`config.mk`:
```
export PLATFORM = sky130hd
export DESIGN_NAME = tlk2711_tx_pattern_gen
export DESIGN_NICKNAME = d
export VERILOG_FILES = /design/src/rtl/tlk2711_pkg.sv /design/src/rtl/tlk2711_tx_pattern_gen.sv
export SDC_FILE = /design/constraint.sdc
export NUM_CORES = 1
export LEC_CHECK = 0
export BUFFER_PORTS_ARGS = -buffer_cell sky130_fd_sc_hd__buf_4
export CORE_UTILIZATION = 45
export CTS_CLUSTER_SIZE = 8
export DETAILED_ROUTE_END_ITERATION = 7
export PLACE_DENSITY = 0.66
export SYNTH_ARGS = -nofsm -noshare
export SYNTH_HDL_FRONTEND = slang
export SYNTH_SLANG_ARGS = --single-unit
```
`constraint.sdc`:
```
create_clock -name clk -period 4.71 [get_ports clk]
set_input_delay 0.2355 -clock clk [delete_from_list [all_inputs] [get_ports clk]]
set_output_delay 0.2355 -clock clk [all_outputs]
set_load 0.005 [all_outputs]
```
`src/rtl/tlk2711_pkg.sv`:
```
// Shared constants and types for the TLK2711 TX test-pattern generator.
package tlk2711_pkg;

  // TX mode value that selects the long line-mode frame.
  localparam logic [2:0]  MODE_LINE      = 3'd3;

  // Pattern words per frame (byte counts divided by two).
  localparam int unsigned NORM_LEN       = 434;
  localparam int unsigned LINE_LEN       = 5376;
  localparam int unsigned GAP_CYCLES_DEF = 4;

  // Pattern sequence understood by the downstream FIFO checker.
  localparam logic [15:0] PAT_SEED       = 16'h0001;
  localparam logic [15:0] PAT_STEP       = 16'h0202;

  // Marker in the top lane of the tail word.
  localparam logic [15:0] TAIL_MARK      = 16'hBC5C;

  typedef enum logic [1:0] {
    IDLE = 2'd0,
    SEND = 2'd1,
    TAIL = 2'd2,
    GAP  = 2'd3
  } state_t;

endpackage : tlk2711_pkg

```
`src/rtl/tlk2711_tx_pattern_gen.sv`:
```
// TLK2711 TX test-pattern source. Emits framed 64-bit words (pattern words
// followed by one tail word) into the TX FIFO with a valid/ready handshake.
// Optional build macro TX_PATTERN_ERR_INJ_EN adds i_err_inject, which flips
// bit 0 of one pattern word so the checker can be shown to catch it.
module tlk2711_tx_pattern_gen
  import tlk2711_pkg::*;
#(
  parameter int unsigned FRAME_NORM = NORM_LEN,
  parameter int unsigned FRAME_LINE = LINE_LEN,
  parameter int unsigned GAP_CYCLES = GAP_CYCLES_DEF,
  parameter logic [15:0] SEED       = PAT_SEED,
  parameter logic [15:0] STEP       = PAT_STEP
) (
  input  logic        clk,
  input  logic        rst,
  input  logic        i_soft_rst,
  input  logic        i_tx_start,
  input  logic [2:0]  i_tx_mode,
  input  logic [15:0] i_frame_num,
  input  logic        i_tx_stop,
  input  logic        i_ready,
`ifdef TX_PATTERN_ERR_INJ_EN
  input  logic        i_err_inject,
`endif
  output logic        o_valid,
  output logic [63:0] o_data,
  output logic        o_frame_done,
  output logic [15:0] o_frame_cnt,
  output logic        o_busy
);

  state_t      r_state, w_state_nxt;
  logic [15:0] r_cnt, w_cnt_nxt;
  logic [15:0] r_pat, w_pat_nxt;
  logic [15:0] r_frame_len, w_frame_len_nxt;
  logic [15:0] r_frame_num, w_frame_num_nxt;
  logic [15:0] r_frame_cnt, w_frame_cnt_nxt;
  logic [7:0]  r_gap_cnt, w_gap_cnt_nxt;
  logic        r_stop_seen, w_stop_seen_nxt;
  logic        r_start_d;
  logic        r_valid, r_frame_done;
  logic [63:0] r_data;
  logic        w_valid_nxt;
  logic [63:0] w_data_nxt;
  logic        w_done;
  logic        w_rst, w_start_edge, w_xfer, w_stop_any;
  logic [15:0] w_fcnt_inc;
  logic        w_err_flip;

  assign w_rst        = rst | i_soft_rst;
  assign w_start_edge = i_tx_start & ~r_start_d;
  assign w_xfer       = r_valid & i_ready;
  assign w_stop_any   = r_stop_seen | i_tx_stop;
  assign w_fcnt_inc   = (r_frame_cnt == 16'hFFFF) ? r_frame_cnt : r_frame_cnt + 16'd1;

  // Delayed copy of the start level for rising-edge detection.
  // NOTE: left unreset on purpose so a start level held through reset is not
  // mistaken for a fresh edge once reset releases.
  always_ff @(posedge clk) begin
    r_start_d <= i_tx_start;
  end

  // Next-state and counter updates for the frame sequencer.
  always_comb begin
    // NOTE: every signal gets a default first so no path leaves it unassigned
    // (which would infer a latch).
    w_state_nxt     = r_state;
    w_cnt_nxt       = r_cnt;
    w_pat_nxt       = r_pat;
    w_frame_len_nxt = r_frame_len;
    w_frame_num_nxt = r_frame_num;
    w_frame_cnt_nxt = r_frame_cnt;
    w_gap_cnt_nxt   = r_gap_cnt;
    w_stop_seen_nxt = r_stop_seen;
    w_done          = 1'b0;

    unique case (r_state)
      IDLE: begin
        if (w_start_edge) begin
          w_state_nxt     = SEND;
          w_cnt_nxt       = '0;
          w_pat_nxt       = SEED;
          w_frame_cnt_nxt = '0;
          w_stop_seen_nxt = 1'b0;
          w_frame_len_nxt = (i_tx_mode == MODE_LINE) ? 16'(FRAME_LINE) : 16'(FRAME_NORM);
          w_frame_num_nxt = i_frame_num;
        end
      end

      SEND: begin
        w_stop_seen_nxt = w_stop_any;
        if (w_xfer) begin
          w_cnt_nxt = r_cnt + 16'd1;
          w_pat_nxt = r_pat + STEP;
          if (r_cnt == r_frame_len - 16'd1) begin
            w_state_nxt = TAIL;
          end
        end
      end

      TAIL: begin
        w_stop_seen_nxt = w_stop_any;
        if (w_xfer) begin
          w_done          = 1'b1;
          w_frame_cnt_nxt = w_fcnt_inc;
          w_cnt_nxt       = '0;
          w_pat_nxt       = SEED;
          w_gap_cnt_nxt   = '0;
          w_stop_seen_nxt = 1'b0;
          if (w_stop_any || ((r_frame_num != 16'd0) && (w_fcnt_inc == r_frame_num))) begin
            w_state_nxt = IDLE;
          end else if (GAP_CYCLES > 0) begin
            w_state_nxt = GAP;
          end else begin
            w_state_nxt = SEND;
          end
        end
      end

      GAP: begin
        if (w_stop_any) begin
          w_state_nxt = IDLE;
        end else if (r_gap_cnt == 8'(GAP_CYCLES - 1)) begin
          w_state_nxt = SEND;
        end else begin
          w_gap_cnt_nxt = r_gap_cnt + 8'd1;
        end
      end

      default: w_state_nxt = IDLE;
    endcase
  end

`ifdef TX_PATTERN_ERR_INJ_EN
  logic r_err_arm, w_err_arm_nxt, w_load;

  // Arm on a pulse; spend the arm on the next freshly loaded pattern word so a
  // word already held under backpressure never changes.
  always_comb begin
    w_load        = (w_state_nxt == SEND) && ((r_state != SEND) || w_xfer);
    w_err_flip    = w_load && (r_err_arm || i_err_inject);
    w_err_arm_nxt = w_err_flip ? 1'b0 : (r_err_arm | i_err_inject);
  end

  // Single-shot error-injection flag.
  always_ff @(posedge clk) begin
    if (w_rst) r_err_arm <= 1'b0;
    else       r_err_arm <= w_err_arm_nxt;
  end
`else
  assign w_err_flip = 1'b0;
`endif

  // Output word is built from next-state values so o_valid/o_data are flops
  // and stay frozen whenever the sequencer does not advance.
  always_comb begin
    w_valid_nxt = (w_state_nxt == SEND) || (w_state_nxt == TAIL);
    w_data_nxt  = '0;
    if (w_state_nxt == SEND) begin
      w_data_nxt = {4{w_pat_nxt}} ^ {63'd0, w_err_flip};
    end else if (w_state_nxt == TAIL) begin
      w_data_nxt = {TAIL_MARK, w_frame_cnt_nxt, 32'h0};
    end
  end

  // State, counters and registered outputs; either reset aborts immediately.
  always_ff @(posedge clk) begin
    // NOTE: sequential state uses non-blocking assignments so every flop
    // samples pre-edge values regardless of statement order.
    if (w_rst) begin
      r_state      <= IDLE;
      r_cnt        <= '0;
      r_pat        <= SEED;
      r_frame_len  <= 16'(FRAME_NORM);
      r_frame_num  <= '0;
      r_frame_cnt  <= '0;
      r_gap_cnt    <= '0;
      r_stop_seen  <= 1'b0;
      r_valid      <= 1'b0;
      r_data       <= '0;
      r_frame_done <= 1'b0;
    end else begin
      r_state      <= w_state_nxt;
      r_cnt        <= w_cnt_nxt;
      r_pat        <= w_pat_nxt;
      r_frame_len  <= w_frame_len_nxt;
      r_frame_num  <= w_frame_num_nxt;
      r_frame_cnt  <= w_frame_cnt_nxt;
      r_gap_cnt    <= w_gap_cnt_nxt;
      r_stop_seen  <= w_stop_seen_nxt;
      r_valid      <= w_valid_nxt;
      r_data       <= w_data_nxt;
      r_frame_done <= w_done;
    end
  end

  assign o_valid      = r_valid;
  assign o_data       = r_data;
  assign o_frame_done = r_frame_done;
  assign o_frame_cnt  = r_frame_cnt;
  assign o_busy       = (r_state != IDLE);

endmodule : tlk2711_tx_pattern_gen
```
* Word level (Yosys, flattened, before mapping)
Cells that the tools add are included.
** Word-level totals
- Output and inout port bits :: 83
- Logic and storage cells :: 82
- Register bits :: 158
- Input bits :: 25
** Operators by class
- Reduce and logical (&&, ||, !) cells :: 13
- Eq/ne operators :: 15
- Add/subtract/negate cells :: 5
- Multiplexer cells :: 31
- Bitwise logic cells :: 6
** Operator list (count)
- 16-bit two-way mux :: 9
- 64-bit two-way mux :: 2
- 16-bit case mux with 3 select lines :: 2
- 16-bit by 1-bit adder with 16-bit output, second input constant :: 2
- 16-bit equality test :: 2
- 16-bit case mux with 2 select lines :: 1
- 8-bit two-way mux :: 3
- 16-bit by 10-bit adder with 16-bit output, second input constant :: 1
- 16-bit equality test, second input constant :: 1
- 8-bit case mux with 2 select lines :: 1
- 16-bit nonzero test :: 1
- 16-bit by 1-bit subtractor with 16-bit output, second input constant :: 1
- 2-bit two-way mux :: 7
- 13-bit two-way mux :: 1
- 2-bit inequality test, second input constant :: 5
- 8-bit by 1-bit adder with 8-bit output, second input constant :: 1
- 8-bit by 2-bit equality test with 1-bit output, second input constant :: 1
- 2-bit case mux with 4 select lines :: 1
- 4-bit AND reduction :: 2
- 2-bit equality test, second input constant :: 3
- 2-bit by 1-bit equality test with 1-bit output, second input constant :: 2
- 2-bit AND reduction :: 2
- 2-bit nonzero test :: 2
- 3-bit by 2-bit equality test with 1-bit output, second input constant :: 1
- other kinds (10) :: 16

* Depth between registers and ports, before layout
Gate-level depths: netlist (run 1).
- Depth in word-level cells :: 11
- Depth in mapped cells :: 16
- Depth with buffers taken out :: 13

* Worst setup path before layout (run 1)
No wires, ideal clock.
- Path kind :: register to register
- From :: register r_frame_cnt[0], in the netlist o_frame_cnt[0]
- To :: register r_data[45], in the netlist o_data[45]
- Library setup time :: 0.075 ns
- Slack :: 1.020 ns
- Data required time :: 4.635 ns
- Buffers on the path :: 2
- Arrival :: 3.615 ns
- Cell stages (with the launch flop) :: 16
- Period minus slack after synthesis :: 3.690 ns
- Path through :: dfxtp_1 > ha_1 > nand3_2 > or4_4 > or3_1 > o311a_1 > a2111oi_2 > and4_1 > a221o_2 > inv_1 > ha_1 > nor2b_1 > clkbuf_1 > nand2_1 > clkbuf_1 > o21ai_0
** Between the ends
- Cells in the longest elaborated chain, start to end :: 11
- Elaborated cells between the ends (all ways) :: 15
- Classes of those cells :: add/sub: 1; eq/ne: 4; mux: 8; reduce/logical: 2
** RTL lines
- from (decl) :: RTL line tlk2711_tx_pattern_gen.sv:37 : logic [15:0] r_frame_cnt, w_frame_cnt_nxt;
- from (signal assigned) :: RTL line tlk2711_tx_pattern_gen.sv:188 : r_frame_cnt <= w_frame_cnt_nxt;
- 16-bit by 1-bit adder with 16-bit output or 16-bit equality test (tied branches) :: RTL line tlk2711_tx_pattern_gen.sv:54 : assign w_fcnt_inc = (r_frame_cnt == 16'hFFFF) ? r_frame_cnt : r_frame_cnt + 16'd1;
- 16-bit two-way mux (*) :: RTL line tlk2711_tx_pattern_gen.sv:54
- 16-bit equality test (*) :: RTL line tlk2711_tx_pattern_gen.sv:110 : if (w_stop_any || ((r_frame_num != 16'd0) && (w_fcnt_inc == r_frame_num))) begin
- 1-bit logical AND (*) :: RTL line tlk2711_tx_pattern_gen.sv:110
- 1-bit logical OR (*) :: RTL line tlk2711_tx_pattern_gen.sv:110
- 2-bit two-way mux (*) :: RTL line tlk2711_tx_pattern_gen.sv:110
- 2-bit two-way mux (*) :: RTL line tlk2711_tx_pattern_gen.sv:103 : if (w_xfer) begin
- 2-bit case mux with 4 select lines (*) :: RTL line tlk2711_tx_pattern_gen.sv:77 : unique case (r_state)
- via w_state_nxt[0] :: RTL line tlk2711_tx_pattern_gen.sv:32 : state_t r_state, w_state_nxt;
- 2-bit equality test :: RTL line tlk2711_tx_pattern_gen.sv:161 : end else if (w_state_nxt == TAIL) begin
- 64-bit two-way mux :: RTL line tlk2711_tx_pattern_gen.sv:161
- 64-bit two-way mux (*) :: RTL line tlk2711_tx_pattern_gen.sv:159 : if (w_state_nxt == SEND) begin
- to (signal assigned) :: RTL line tlk2711_tx_pattern_gen.sv:192 : r_data <= w_data_nxt;
- to (decl) :: RTL line tlk2711_tx_pattern_gen.sv:42 : logic [63:0] r_data;
Mark *: on every way through the listed nets, which the timed path passes. The rest lies on a longest branch.
A chain may end at the register's enable or synchronous reset.

* Worst setup path in the final report (run 1)
- From :: register r_frame_cnt[0], in the netlist o_frame_cnt[0]
- To :: register r_data[43], in the netlist o_data[43]
The elaborated chain is that of the path after synthesis.

==> metrics.md, run 1 <==
| Metric | Value |
|---|---|
| Status | `finished clean` |
| Tmin final | `4.366 ns` |
| Critical path class | `reg -> reg` |
| CP arrival | `4.71 ns` |
| DP HPWL | `13.25 mm` |
| Post-Syn Instances | `731` |
| Num CTS Buffers | `17` |
| Library cells used by synthesis | `71` |
| Antenna Cells | `0` |
| Die area | `13790 sq um` |
| Period utilization | `92.70%` |
| Synth Area in XOR/XNOR | `5.405%` |
| PD cells | `325.0 nW/um^2` |
| Layout cell share with drive strength beyond 1 | `20.92%` |
| Clock sinks | `121` |
| Commonest non-fill, non-tap cell in the layout | `dfxtp_1` |
| Clock root buffer | `clkbuf_16` |
| Synth warn | `0` |
| Initial drt markers | `534` |
| Initial core utilization | `46.75%` |
| Vias in the first global route | `5339` |
| Endpoints failing setup | `0` |
| Std cell rows | `41` |
| Final Total Pwr | `0.002394 W` |
| Vias | `5791` |
| Post-Synth Adder-Cell Area | `2.295%` |
| Commonest cells after routing, fill and taps aside | `dfxtp_1 (121), buf_4 (119), nand2_1 (100)` |
| Ys flop type | `dfxtp_1` |
| P_leak | `3.107 nW` |
| Port Buffers | `107` |
| #FFs+latches synth | `121` |
| First-pass GRT wire length | `28.98 mm` |
| Global-route usage over all layers | `26.92%` |
| Clock slew at reported path FFs | `0.06 ns` |
| CTS resizes | `0` |
| Area growth, synth to finish | `22.83%` |
| Fmax | `0.2290 GHz` |
| Max-slew headroom | `32.98%` |
| Detailed Route WL | `18.36 mm` |
| Required @ worst endpoint | `5.05 ns` |
| Post-synthesis sequential area ratio | `40.40%` |
| Die W | `117.4 microns` |
| FFs w/ async S/R, synth | `0%` |
| Top Ports | `108` |
| Crit end category | `register` |
| Pin slew with the least headroom to its limit | `1.005 ns` |
| Post-route ant nets | `0` |
| # DRC | `0` |
| RePlAce Congestion | `0.9387` |
| CP Launch Point | `o_frame_cnt[0]` |
| Post-synthesis mux area share | `1.043%` |
| Worst r2r src | `o_frame_cnt[0]` |
| Compound-Gate Fraction of Synth Area | `18.57%` |
| Startpoint Class | `register` |
| Finished Core Util | `57.42%` |
| RSZ-0062 raised after global routing | `no` |
| WL/cell | `18.37 microns` |
| Maximum buffer depth of the clock tree | `2` |
| Worst Clk Skew | `0.009512 ns` |
| CTS tree | `built` |
| Largest net degree at the start of global routing | `48` |
| Core Area | `12820 sq um` |
| Hold-fix buffers, CTS | `1` |
| Number of synthesized flops with an enable pin | `0` |
| Syn avg cell area | `8.202 sq um` |
| Hold wc startpoint | `i_frame_num[14]` |
| Mapped Nets | `767` |
| Insertion delay to the later sink of the worst-skew pair | `0.43 ns` |
| Pins Over Slew Limit | `0` |
| Setup Buffers After CTS | `0` |
| Maximum vdd drop | `0.2386 mV` |
| Crit path max fanout | `17` |
| Via-to-Cell Ratio | `5.797` |
| Drt pass-1 iters | `7` |
| Worst hold path type | `in -> reg` |
| Largest family of logic cells by synthesized area | `simple AND/OR/NAND/NOR gates` |
| H-tree depth | `4` |
| Total congestion overflow | `0` |
| Setup TNS | `0 ns` |
| Simple-Gate Fraction of Synth Area | `25.35%` |
| Initial antenna violation count | `0` |
| MaxCap Viol Count | `0` |
| Synth Cell Area | `5996 sq um` |
| R2R setup slack | `0.34 ns` |
| Die Height | `117.4 microns` |
| Nets | `850` |
| Final hold viol count | `0` |
[worst paths after layout]
| kind | end | depth (start not counted) |
|---|---|---|
| setup reg to reg | o_data[43] | 13 |
| setup / recovery | o_data[43] | 13 |
| hold reg to reg | r_pat[0] | 2 |
| hold / removal | r_frame_num[14] | 3 |
[cell families (layout without fill, tap and decap cells)]
logic type,count (synthesis),count (layout)
simple gates,303,303
fa+ha+maj,11,11
compound gates,171,171
mux,6,6
buf+inv,82,178
xor+xnor,37,37
flops,121,121
[layer usage]
| layer | vias up | part of all wire (%) | global-route usage, % |
|---|---|---|---|
| met5 | - | 0 | 0 |
| met4 | 0 | 2.5 | 10.39 |
| met3 | 34 | 7.8 | 6.615 |
| met2 | 282 | 44 | 39.87 |
| met1 | 2739 | 46 | 37.39 |
| li1 | 2736 | - | - |
[registers in the layout (all words and copies together) (netlist names), 2 cells and up]
name,count
o_data,41
o_frame_cnt,16
r_cnt,16
r_frame_num,16
r_pat,16
r_gap_cnt,8
r_frame_len,2
r_state,2
[worst max-delay path, stage by stage, from the launching register on]
cell and delay [ns]:
dfxtp_1 0.50, ha_1 0.36, nand3_2 0.23, or4_4 0.65, or3_1 0.39, o311a_1 0.15, a2111oi_2 0.22, and4_1 0.31
a221o_2 0.20, inv_1 0.05, ha_1 0.38, nor2b_1 0.24, nand2_1 0.33, o21ai_0 0.28
[Yosys cell counts (5+ instances only)]
library cell | instances | area share (%)
ha_1 | 11 | 2.3
and3_1 | 15 | 1.6
and4_1 | 8 | 1.2
or2_2 | 5 | 0.52
a21oi_1 | 59 | 4.9
inv_1 | 25 | 1.6
nand4_1 | 18 | 1.9
and2_1 | 14 | 1.5
nor2_1 | 70 | 4.4
a21o_1 | 14 | 1.8
xor2_1 | 25 | 3.7
nor4_1 | 9 | 0.94
nor3_1 | 10 | 0.83
xnor2_1 | 12 | 1.8
or3_1 | 10 | 1.0
a22oi_1 | 12 | 1.5
nand2_1 | 100 | 6.3
a31oi_1 | 6 | 0.63
dfxtp_1 | 121 | 40
buf_4 | 24 | 3.0
nand3_1 | 19 | 1.6
clkbuf_1 | 23 | 1.4
o31ai_1 | 6 | 0.75
o21ai_0 | 34 | 2.8
buf_2 | 8 | 0.67
[cell type report]
class,instances,area (sq um)
inverter,26,97.59
timing repair buffer,120,903.4
clock inverter,15,142.6
tap,172,215.2
fill,1200,5460
clock buffer,17,425.4
multi-input combinational,528,3158
sequential,121,2422
[stage by stage]
stage	hold slack, ns	worst slack [ns]	cell area, sq um	cells
after CTS	0.04709	0.3387	7365	999
after detailed placement	0.3511	0.3962	6787	966
after floorplan	0.2632	1.020	5996	731
after global routing	0.05364	0.05327	7365	999
final	0.05320	0.3438	7365	999
after global placement	0.3505	0.6896	6787	966
[power by group]
| group | switching [W] | total [W] | internal (W) | leakage, nW |
|---|---|---|---|---|
| Combinational | 0.0000655 | 0.000107 | 0.0000413 | 1.86 |
| Clock | 0.000516 | 0.00125 | 0.000733 | 0.269 |
| Sequential | 0.00000787 | 0.00104 | 0.00103 | 0.976 |
| Total | 0.000589 | 0.00239 | 0.00180 | 3.11 |
Note: power is estimated with default switching activity, not from simulation.
==> run 2, diff against run 1 <==
CORE_ASPECT_RATIO = 1.4   (was unset)
RECOVER_POWER = 50   (was unset)
==> metrics.md, run 2 (synthesis results as in run 1) <==
| Metric | Value |
|---|---|
| Net Sw Power | `0.0005716 W (was 0.0005894 W)` |
| CTS resizes | `0 (unchanged)` |
| Vias in the first global route | `5738 (was 5339)` |
| Setup TNS | `0 ns (unchanged)` |
| Worst Clk Skew | `0.007201 ns (was 0.009512 ns)` |
| Tmin final | `4.271 ns (was 4.366 ns)` |
| Sw Ratio | `23.63% (was 24.62%)` |
| CP arrival | `4.60 ns (was 4.71 ns)` |
| Max-slew headroom | `12.46% (was 32.98%)` |
| Critical path class | `reg -> reg (unchanged)` |
| Critical Path Max Stage Delay | `0.72 ns (was 0.65 ns)` |
| Endpoints failing setup | `0 (unchanged)` |
| Core Area | `12940 sq um (was 12820 sq um)` |
| Antenna Cells | `0 (unchanged)` |
| Fillers | `1215 (was 1200)` |
| RePlAce Congestion | `0.9024 (was 0.9387)` |
| Max stage delay cell, worst path | `or4_4 (unchanged)` |
| Initial drt markers | `327 (was 534)` |
| Period utilization | `90.67% (was 92.70%)` |
| Vias | `5728 (was 5791)` |
| DP Area | `6794 sq um (was 6787 sq um)` |
| Post-route ant nets | `0 (unchanged)` |
| Via-to-Cell Ratio | `5.700 (was 5.797)` |
| Fmax | `0.2342 GHz (was 0.2290 GHz)` |
| Drt pass-1 iters | `5 (was 7)` |
| CTS tree | `built (unchanged)` |
| Hold-fix buffers, CTS | `1 (unchanged)` |
| Insertion delay to the later sink of the worst-skew pair | `0.43 ns (about the same)` |
| RSZ-0062 raised after global routing | `no (unchanged)` |
| Commonest cells after routing, fill and taps aside | `dfxtp_1 (121), nand2_1 (100), clkbuf_4 (80) (was dfxtp_1 (121), buf_4 (119), nand2_1 (100))` |
| Die W | `99.56 microns (was 117.4 microns)` |
| P_leak | `3.047 nW (was 3.107 nW)` |
| Number of flip-flops in the largest register | `41 (unchanged)` |
| Clock root buffer | `clkbuf_16 (unchanged)` |
| Worst hold path type | `in -> reg (unchanged)` |
| Seq pwr share | `42.9% (was 43.3%)` |
| Maximum buffer depth of the clock tree | `2 (unchanged)` |
| Required @ worst endpoint | `5.04 ns (was 5.05 ns)` |
| PD cells | `328.3 nW/um^2 (was 325.0 nW/um^2)` |
| Nets | `850 (unchanged)` |
| Internal power | `0.001848 W (was 0.001804 W)` |
| Initial antenna violation count | `0 (unchanged)` |
| Crit path max fanout | `17 (unchanged)` |
| Maximum vdd drop | `0.2072 mV (was 0.2386 mV)` |
| Area growth, synth to finish | `22.89% (was 22.83%)` |
| DP HPWL | `14.45 mm (was 13.25 mm)` |
| Num CTS Buffers | `17 (unchanged)` |
| Finished Cell Area | `7368 sq um (was 7365 sq um)` |
| Largest net degree at the start of global routing | `48 (unchanged)` |
| Global-route usage over all layers | `28.51% (was 26.92%)` |
| Clock slew at reported path FFs | `0.06 ns (about the same)` |
| Die area | `13800 sq um (was 13790 sq um)` |
| Layout cell share with drive strength beyond 1 | `20.31% (was 20.92%)` |
| Worst-path cell chain | `clkbuf_1, nand4_4, or4_4, or3_1, o311a_1, a2111oi_2, and4_1, a221o_2, inv_1, ha_1, nor2b_1, nand2_1, o21ai_0 (was ha_1, nand3_2, or4_4, or3_1, o311a_1, a2111oi_2, and4_1, a221o_2, inv_1, ha_1, nor2b_1, nand2_1, o21ai_0)` |
| # DRC | `0 (unchanged)` |
| Clock sinks | `121 (unchanged)` |
| Finished Core Util | `56.96% (was 57.42%)` |
| Clk pwr share | `52.6% (was 52.2%)` |
| Setup Buffers After CTS | `0 (unchanged)` |
| Pre-CTS setup slack | `0.5251 ns (was 0.3962 ns)` |
| First-pass GRT wire length | `30.06 mm (was 28.98 mm)` |
| Final hold viol count | `0 (unchanged)` |
| Commonest non-fill, non-tap cell in the layout | `dfxtp_1 (unchanged)` |
| Final worst setup slack | `0.4393 ns (was 0.3438 ns)` |
| Std cell rows | `49 (was 41)` |
| Die Height | `138.6 microns (was 117.4 microns)` |
| Pins Over Slew Limit | `0 (unchanged)` |
| Top Ports | `108 (unchanged)` |
| Crit end category | `register (unchanged)` |
| Logic pwr share | `4.5% (about the same)` |
| Startpoint Class | `register (unchanged)` |
| Port Buffers | `107 (unchanged)` |
| Detailed Route WL | `19.18 mm (was 18.36 mm)` |
| Status | `finished clean (unchanged)` |
| WL/cell | `19.08 microns (was 18.37 microns)` |
| H-tree depth | `4 (unchanged)` |
| Initial core utilization | `46.35% (was 46.75%)` |
| Total congestion overflow | `0 (unchanged)` |
| MaxCap Viol Count | `0 (unchanged)` |
| Pin slew with the least headroom to its limit | `1.313 ns (was 1.005 ns)` |
run 2: power by group through the flow:
| stage | sequential (W) | combinational (W) | clock, W |
|---|---|---|---|
| floorplan | 0.00106 | 0.0000628 | 0 |
| global placement | 0.00106 | 0.000107 | 0 |
| detailed placement | 0.00106 | 0.000107 | 0 |
| CTS | 0.00104 | 0.000109 | 0.00129 |
| global route | 0.00104 | 0.000118 | 0.00134 |
| finish | 0.00104 | 0.000109 | 0.00127 |
run 2: worst max-delay path, delay by kind of cell (launching register included):
kind                     cells  cell delay (ns)
adder cells (fa/ha/maj)      1             0.20
AND/OR/NAND/NOR              6             2.25
AO/OA/AOI/OAI                4             0.89
flip-flops                   1             0.30
buffers and inverters        2             0.52
run 2: final timing paths:
path / slack, ns / cells past startpoint / endpoint / from
max: 0.44 / 13 / o_data[45] / o_frame_cnt[10]
max reg2reg: 0.44 / 13 / o_data[45] / o_frame_cnt[10]
min reg2reg: 0.48 / 2 / r_gap_cnt[7] / r_gap_cnt[7]
min: 0.05 / 3 / r_frame_num[5] / i_frame_num[5]
run 2: per-layer routing:
layer	vias to the layer above	wire, microns	track usage (%)
met5	-	0	0
met4	0	625	14.01
met3	52	653	5.393
met2	152	10700	53.91
met1	2785	7197	29.43
li1	2739	-	-
run 2: layout make-up:
type,count,area [sq um],share of cell area [%]
multi-input cells,528,3158,42.86
flip-flops and latches,121,2422,32.87
repair buffers,120,888.4,12.06
clock buffers,17,425.4,5.773
well taps,178,222.7,3.023
clock inverters,15,153.9,2.089
inverters,26,97.59,1.325
run 2: per-stage QoR:
step | instances | hold WS, ns | total power (W)
finish | 1005 | 0.05470 | 0.002419
floorplan | 731 | 0.2632 | 0.001119
detailed placement | 972 | 0.3539 | 0.001166
global placement | 972 | 0.3506 | 0.001166
CTS | 1005 | 0.04271 | 0.002437
global route | 1005 | 0.04892 | 0.002499
